--- src/rtl/lfo_pkg.sv ---
// Shared types and constants for the LFO generator and its shaper.
package lfo_pkg;

  typedef enum logic [1:0] {
    WAVE_TRI    = 2'd0,
    WAVE_SAW_UP = 2'd1,
    WAVE_SQUARE = 2'd2,
    WAVE_SAW_DN = 2'd3
  } wave_t;

  typedef enum logic {
    S_IDLE = 1'b0,
    S_RUN  = 1'b1
  } state_t;

  localparam int unsigned LFO_DEPTH_W = 8;

endpackage

--- src/rtl/lfo_shaper.sv ---
// Combinational phase-to-sample shaper: triangle, saw-up, square, saw-down.
module lfo_shaper
  import lfo_pkg::*;
#(
  parameter int unsigned DATA_W  = 16,
  parameter int unsigned PHASE_W = 16
) (
  input  logic [PHASE_W-1:0] i_phase,
  input  logic [1:0]         i_wave,
  output logic [DATA_W-1:0]  o_sample
);

  localparam logic [DATA_W-1:0] MSB_MASK = {1'b1, {(DATA_W-1){1'b0}}};

  logic [DATA_W-1:0] w_u;
  logic [DATA_W-1:0] w_dbl;
  logic [DATA_W-1:0] w_tri;

  assign w_u   = i_phase[PHASE_W-1 -: DATA_W];
  assign w_dbl = {w_u[DATA_W-2:0], 1'b0};
  assign w_tri = w_u[DATA_W-1] ? ~w_dbl : w_dbl;

  // XOR with the MSB mask converts offset binary to two's complement.
  always_comb begin
    o_sample = '0;
    case (wave_t'(i_wave))
      WAVE_TRI:    o_sample = w_tri ^ MSB_MASK;
      WAVE_SAW_UP: o_sample = w_u ^ MSB_MASK;
      WAVE_SQUARE: o_sample = w_u[DATA_W-1] ? MSB_MASK : ~MSB_MASK;
      WAVE_SAW_DN: o_sample = ~(w_u ^ MSB_MASK);
    endcase
  end

endmodule

--- src/rtl/lfo_generator.sv ---
// Phase-accumulator LFO with period-gated rate/shape changes.
// Optional LFO_DEPTH_EN adds an i_depth amplitude scaler (one extra register stage).
module lfo_generator
  import lfo_pkg::*;
#(
  parameter int unsigned          DATA_W   = 16,
  parameter int unsigned          PHASE_W  = 16,
  parameter int unsigned          FREQ_W   = 3,
  parameter logic [PHASE_W-1:0]   BASE_INC = 16'd256,
  parameter logic [DATA_W-1:0]    IDLE_VAL = 16'h7000
) (
  input  logic                   i_clk,
  input  logic                   i_rst_n,
  input  logic                   i_start,
  input  logic                   i_tick,
  input  logic [FREQ_W-1:0]      i_freq,
  input  logic [1:0]             i_wave,
`ifdef LFO_DEPTH_EN
  input  logic [LFO_DEPTH_W-1:0] i_depth,
`endif
  output logic [DATA_W-1:0]      o_wave,
  output logic                   o_valid,
  output logic                   o_wrap
);

  state_t             r_state, w_state_next;
  logic [PHASE_W-1:0] r_phase, w_phase_next;
  logic [PHASE_W-1:0] r_inc, w_inc_next;
  wave_t              r_wave, w_wave_next;
  logic [PHASE_W-1:0] r_pend_inc, w_pend_inc_next;
  wave_t              r_pend_wave, w_pend_wave_next;
  logic [DATA_W-1:0]  r_out, w_out_next;
  logic               r_valid, w_valid_next;
  logic               r_wrap, w_wrap_next;

  logic [PHASE_W-1:0] w_freq_p1;
  logic [PHASE_W-1:0] w_new_inc;
  logic [PHASE_W-1:0] w_sum;
  logic               w_carry;
  logic [DATA_W-1:0]  w_shape;

  assign w_freq_p1        = PHASE_W'(i_freq) + PHASE_W'(1);
  assign w_new_inc        = w_freq_p1 * BASE_INC;
  assign {w_carry, w_sum} = {1'b0, r_phase} + {1'b0, r_inc};

  lfo_shaper #(
    .DATA_W  (DATA_W),
    .PHASE_W (PHASE_W)
  ) u_shaper (
    .i_phase  (w_sum),
    .i_wave   (r_wave),
    .o_sample (w_shape)
  );

  always_comb begin
    w_state_next     = r_state;
    w_phase_next     = r_phase;
    w_inc_next       = r_inc;
    w_wave_next      = r_wave;
    w_pend_inc_next  = r_pend_inc;
    w_pend_wave_next = r_pend_wave;
    w_out_next       = r_out;
    w_valid_next     = 1'b0;
    w_wrap_next      = 1'b0;
    unique case (r_state)
      S_IDLE: begin
        w_out_next = IDLE_VAL;
        if (i_start) begin
          w_state_next     = S_RUN;
          w_phase_next     = '0;
          w_inc_next       = w_new_inc;
          w_wave_next      = wave_t'(i_wave);
          w_pend_inc_next  = w_new_inc;
          w_pend_wave_next = wave_t'(i_wave);
        end
      end
      S_RUN: begin
        if (!i_start) begin
          w_state_next = S_IDLE;
          w_phase_next = '0;
          w_out_next   = IDLE_VAL;
        end else if (i_tick) begin
          w_phase_next = w_sum;
          w_out_next   = w_shape;
          w_valid_next = 1'b1;
          w_wrap_next  = w_carry;
          // Commit what was pending before this tick; the new sample uses the old settings.
          if (w_carry) begin
            w_inc_next  = r_pend_inc;
            w_wave_next = r_pend_wave;
          end
          w_pend_inc_next  = w_new_inc;
          w_pend_wave_next = wave_t'(i_wave);
        end
      end
    endcase
  end

  always_ff @(posedge i_clk or negedge i_rst_n) begin
    if (!i_rst_n) begin
      r_state     <= S_IDLE;
      r_phase     <= '0;
      r_inc       <= '0;
      r_wave      <= WAVE_TRI;
      r_pend_inc  <= '0;
      r_pend_wave <= WAVE_TRI;
      r_out       <= IDLE_VAL;
      r_valid     <= 1'b0;
      r_wrap      <= 1'b0;
    end else begin
      r_state     <= w_state_next;
      r_phase     <= w_phase_next;
      r_inc       <= w_inc_next;
      r_wave      <= w_wave_next;
      r_pend_inc  <= w_pend_inc_next;
      r_pend_wave <= w_pend_wave_next;
      r_out       <= w_out_next;
      r_valid     <= w_valid_next;
      r_wrap      <= w_wrap_next;
    end
  end

`ifdef LFO_DEPTH_EN
  localparam int unsigned PROD_W = DATA_W + LFO_DEPTH_W + 1;

  logic [LFO_DEPTH_W-1:0] r_depth;
  logic [DATA_W-1:0]      r_out2;
  logic                   r_valid2;
  logic                   r_wrap2;
  logic signed [PROD_W-1:0] w_prod;

  assign w_prod = PROD_W'($signed(r_out)) * PROD_W'($signed({1'b0, r_depth}));

  always_ff @(posedge i_clk or negedge i_rst_n) begin
    if (!i_rst_n) begin
      r_depth  <= '0;
      r_out2   <= IDLE_VAL;
      r_valid2 <= 1'b0;
      r_wrap2  <= 1'b0;
    end else begin
      if (r_state == S_RUN && i_start && i_tick) r_depth <= i_depth;
      // Idle output bypasses the scaler so it stays at IDLE_VAL.
      if (w_state_next == S_IDLE) begin
        r_out2   <= IDLE_VAL;
        r_valid2 <= 1'b0;
        r_wrap2  <= 1'b0;
      end else begin
        r_valid2 <= r_valid;
        r_wrap2  <= r_wrap;
        if (r_valid) r_out2 <= w_prod[DATA_W+LFO_DEPTH_W-1:LFO_DEPTH_W];
      end
    end
  end

  assign o_wave  = r_out2;
  assign o_valid = r_valid2;
  assign o_wrap  = r_wrap2;
`else
  assign o_wave  = r_out;
  assign o_valid = r_valid;
  assign o_wrap  = r_wrap;
`endif

endmodule

--- config.mk ---
export PLATFORM = sky130hd
export DESIGN_NAME = lfo_generator
export DESIGN_NICKNAME = d
export VERILOG_FILES = /design/src/rtl/lfo_pkg.sv /design/src/rtl/lfo_shaper.sv /design/src/rtl/lfo_generator.sv
export SDC_FILE = /design/constraint.sdc
export NUM_CORES = 1
export LEC_CHECK = 0
export ABC_CLOCK_PERIOD_IN_PS = 3500
export CORE_MARGIN = 2
export CORE_UTILIZATION = 55
export CTS_BUF_LIST = sky130_fd_sc_hd__clkbuf_8
export DETAILED_ROUTE_END_ITERATION = 16
export HOLD_SLACK_MARGIN = 0.12
export PLACE_DENSITY = 0.9
export SETUP_SLACK_MARGIN = 0.2
export SKIP_CTS_REPAIR_TIMING = 1
export SLEW_MARGIN = 20
export SYNTH_ARGS = -nofsm -noshare
export SYNTH_HDL_FRONTEND = slang
export SYNTH_SLANG_ARGS = --single-unit
--- constraint.sdc ---
create_clock -name i_clk -period 3.5 [get_ports i_clk]
set_input_delay 1.05 -clock i_clk [delete_from_list [all_inputs] [get_ports i_clk]]
set_output_delay 1.05 -clock i_clk [all_outputs]
set_load 0.01 [all_outputs]
==> flow_summary.json <==
{
  "status": "finished, final reports clean",
  "syn_area_per_cell_sq_um": 9.07,
  "final_nets": 249,
  "pwr-share-clk_pct": 31.8,
  "clk_latency_ns": 0.29,
  "synthesis.area_sq_um": 1950,
  "crit_start": "i_start",
  "viasPerCell": 6.04,
  "ys_seq_area_share_pct": 41.2,
  "p_comb_share_pct": 26.2,
  "gr-usage-met3_pct": 5.18,
  "netSwitchingFraction_pct": 31.2,
  "clock_sinks": 32,
  "r2r_start": "r_phase[9]",
  "h-tree-depth": 2,
  "hold_end": "r_pend_inc[11]",
  "multi_input_area_sq_um": 1020,
  "critical_path.endpoint_type": "register",
  "ys_seq_elements": 32,
  "yosys_warnings": 0,
  "synth.net_count": 230,
  "drive_above_1_share_pct": 10.6,
  "grtUsageMet2_pct": 38.3,
  "cp.required_ns": 3.68,
  "p_int_mw": 0.744,
  "nFillCells": 290,
  "globalplace.congestion": 0.860,
  "start_util_pct": 58.0,
  "synth_edf_count": 0,
  "detail_route.wl_per_cell_um": 15.6,
  "io_pins": 27,
  "rsz0062_at_grt": "false",
  "area_growth_pct": 18.3,
  "syn-instance-count": 215,
  "cts_root_buffer": "clkbuf_8",
  "crit_path_start_kind": "primary input",
  "dieArea_sq_um": 4040,
  "routed_wl_mm": 4.40,
  "max-vdd-ir-drop_mv": 0.279,
  "core-area_sq_um": 3360,
  "clockBufferDepth": 2,
  "antenna_found_initial": 0,
  "reg2reg_slack_ns": 1.06,
  "busiest_layer": "met2",
  "timing.hold.ws_ns": 0.492,
  "detail_route.iter0.violations": 109,
  "use_met1_pct": 30.2,
  "hold_depth": 2,
  "async_reset_ff_share_pct": 100,
  "slew_viol_final": 0,
  "timing.setup.tns_ns": 0,
  "power_density_nw_per_um2": 469,
  "maxSlewHeadroom_pct": 56.4,
  "total_power_mw": 1.08,
  "setup_viol": 0,
  "grt_pass1_wl_mm": 7.59,
  "grt_pass1_vias": 1662,
  "synth-main-ff-cell": "dfrtp_1",
  "crit_type": "in -> reg",
  "num_antenna_cells": 0,
  "ant_nets": 0,
  "p_leak_nw": 0.969,
  "firstDrtPassIters": 4,
  "final_area_sq_um": 2310,
  "sequentialPowerShare_pct": 42.0,
  "path_clk_slew_ns": 0.07,
  "cts_inserted_buffers": 5,
  "fmax_ghz": 0.400,
  "portBuffers": 26,
  "grt.total_usage_pct": 24.6,
  "die_h_um": 63.6,
  "hold_viol": 0,
  "fin_skew_ns": 0.00537,
  "tritoncts": "yes",
  "hold_start": "r_pend_inc[11]",
  "route.detailed.drc": 0,
  "seqCellArea_sq_um": 805,
  "finalCoreUtilization_pct": 68.6,
  "synth_cell_types": 44,
  "hp-class": "reg -> reg",
  "num_vias": 1696,
  "place_area_sq_um": 2200,
  "gr-total-overflow": 0,
  "worstMarginPinSlew_ns": 0.654,
  "cap_violations": 0,
  "grt_start_max_net_pins": 33,
  "net-switching-power_mw": 0.338,
  "die_w_um": 63.6,
  "reg2reg_depth": 7,
  "rows": 21,
  "cp.arrival_ns": 2.68,
  "fin_crit_sh_pct": 71.4,
  "min_period_ns": 2.50,
  "crit_fanout": 6,
  "dp_hpwl_mm": 3.13,
  "r2r-end": "o_wave[11]"
}
cell type report:
type                            count  area share, %
Multi-Input combinational cell    157           44.1
Inverter                            8           1.30
Tap cell                           46           2.49
Clock buffer                        5           2.98
Clock inverter                      3           1.68
Sequential cell                    32           34.9
Timing Repair Buffer               30           12.6
registers in the layout, summed over array words and instances (netlist names):
| register | cells |
|---|---|
| o_wrap | 1 |
| r_wave | 2 |
| o_wave | 9 |
| r_phase | 8 |
| r_inc | 4 |
| r_state | 1 |
| r_pend_wave | 2 |
| o_valid | 1 |
| r_pend_inc | 4 |
placed cells by master (no fill, tap or decap), drive strengths merged, types with 2 or more instances in the layout:
cell type       n
a21oi          22
dfstp           3
xnor2          11
inv             8
o21ai          19
o221ai          3
mux2            5
or2             2
nand2          25
mux2i           9
buf             4
dfrtp          29
nor2           17
a211oi          3
clkinv          2
nand2b          2
ha              5
clkbuf          5
o31ai           3
a31oi           2
clkdlybuf4s50  26
nand3           7
o211ai          4
power by group through the flow:
stage | sequential [mW] | clock, mW | combinational (mW)
final | 0.455 | 0.343 | 0.283
after CTS | 0.454 | 0.348 | 0.283
after floorplan | 0.438 | 0 | 0.212
after global placement | 0.458 | 0 | 0.267
after global routing | 0.462 | 0.370 | 0.316
after detailed placement | 0.461 | 0 | 0.278
worst max-delay path, cell delays in order:
cell and delay, ns:
clkdlybuf4s50_1 0.58, and2_0 0.36, nand2_1 0.16, inv_1 0.15, o221ai_1 0.12, o21ai_0 0.25
metrics by stage:
stage / setup slack, ns / instances
6_report: 1.00 / 281
5_1_grt: 0.782 / 281
4_1_cts: 1.05 / 281
3_5_place_dp: 0.816 / 273
3_3_place_gp: 0.833 / 273
2_1_floorplan: 1.22 / 215
routing by layer:
metal	routed length, um	share of wire [%]
met2	2170	49
met1	1760	40
met4	228	5.2
met5	0	0
met3	238	5.4
synth_stat cells (3+ instances only):
cell type  number  area share (%)
dfrtp_1        29              37
nand2_1        25             4.8
a21oi_1        22             5.6
o21ai_0        19             4.9
nor2_1         16             3.1
xnor2_1        11             4.9
mux2i_1         9             4.6
buf_4           7             2.7
clkbuf_1        7             1.3
inv_1           7             1.3
nand3_1         7             1.8
ha_1            5             3.2
mux2_2          5             2.9
o211ai_1        4             1.5
a211oi_1        3             1.2
buf_2           3            0.77
dfstp_2         3             4.0
o221ai_1        3             1.3
worst max path at each step:
| stage | slack, ns | cells after the start | end |
|---|---|---|---|
| 2_1_floorplan | 1.22 | 4 | o_wave[14] |
| 3_3_place_gp | 0.83 | 6 | o_wave[11] |
| 3_5_place_dp | 0.82 | 6 | o_wave[11] |
| 4_1_cts | 1.05 | 6 | o_wave[11] |
| 5_1_grt | 0.78 | 7 | o_wave[11] |
| 6_report | 1.00 | 6 | o_wave[11] |
cells by family (layout without fill, tap and decap cells):
group | Yosys count | count (layout) | share of synthesized area, %
AO/OA/AOI/OAI | 65 | 65 | 20.7
XOR/XNOR | 12 | 12 | 5.39
adder cells (fa/ha/maj) | 6 | 6 | 4.23
buffers and inverters | 26 | 46 | 6.54
flip-flops | 32 | 32 | 41.2
multiplexers | 14 | 14 | 7.50
AND/OR/NAND/NOR | 60 | 60 | 14.4
Note: power is estimated with default switching activity, not from simulation.
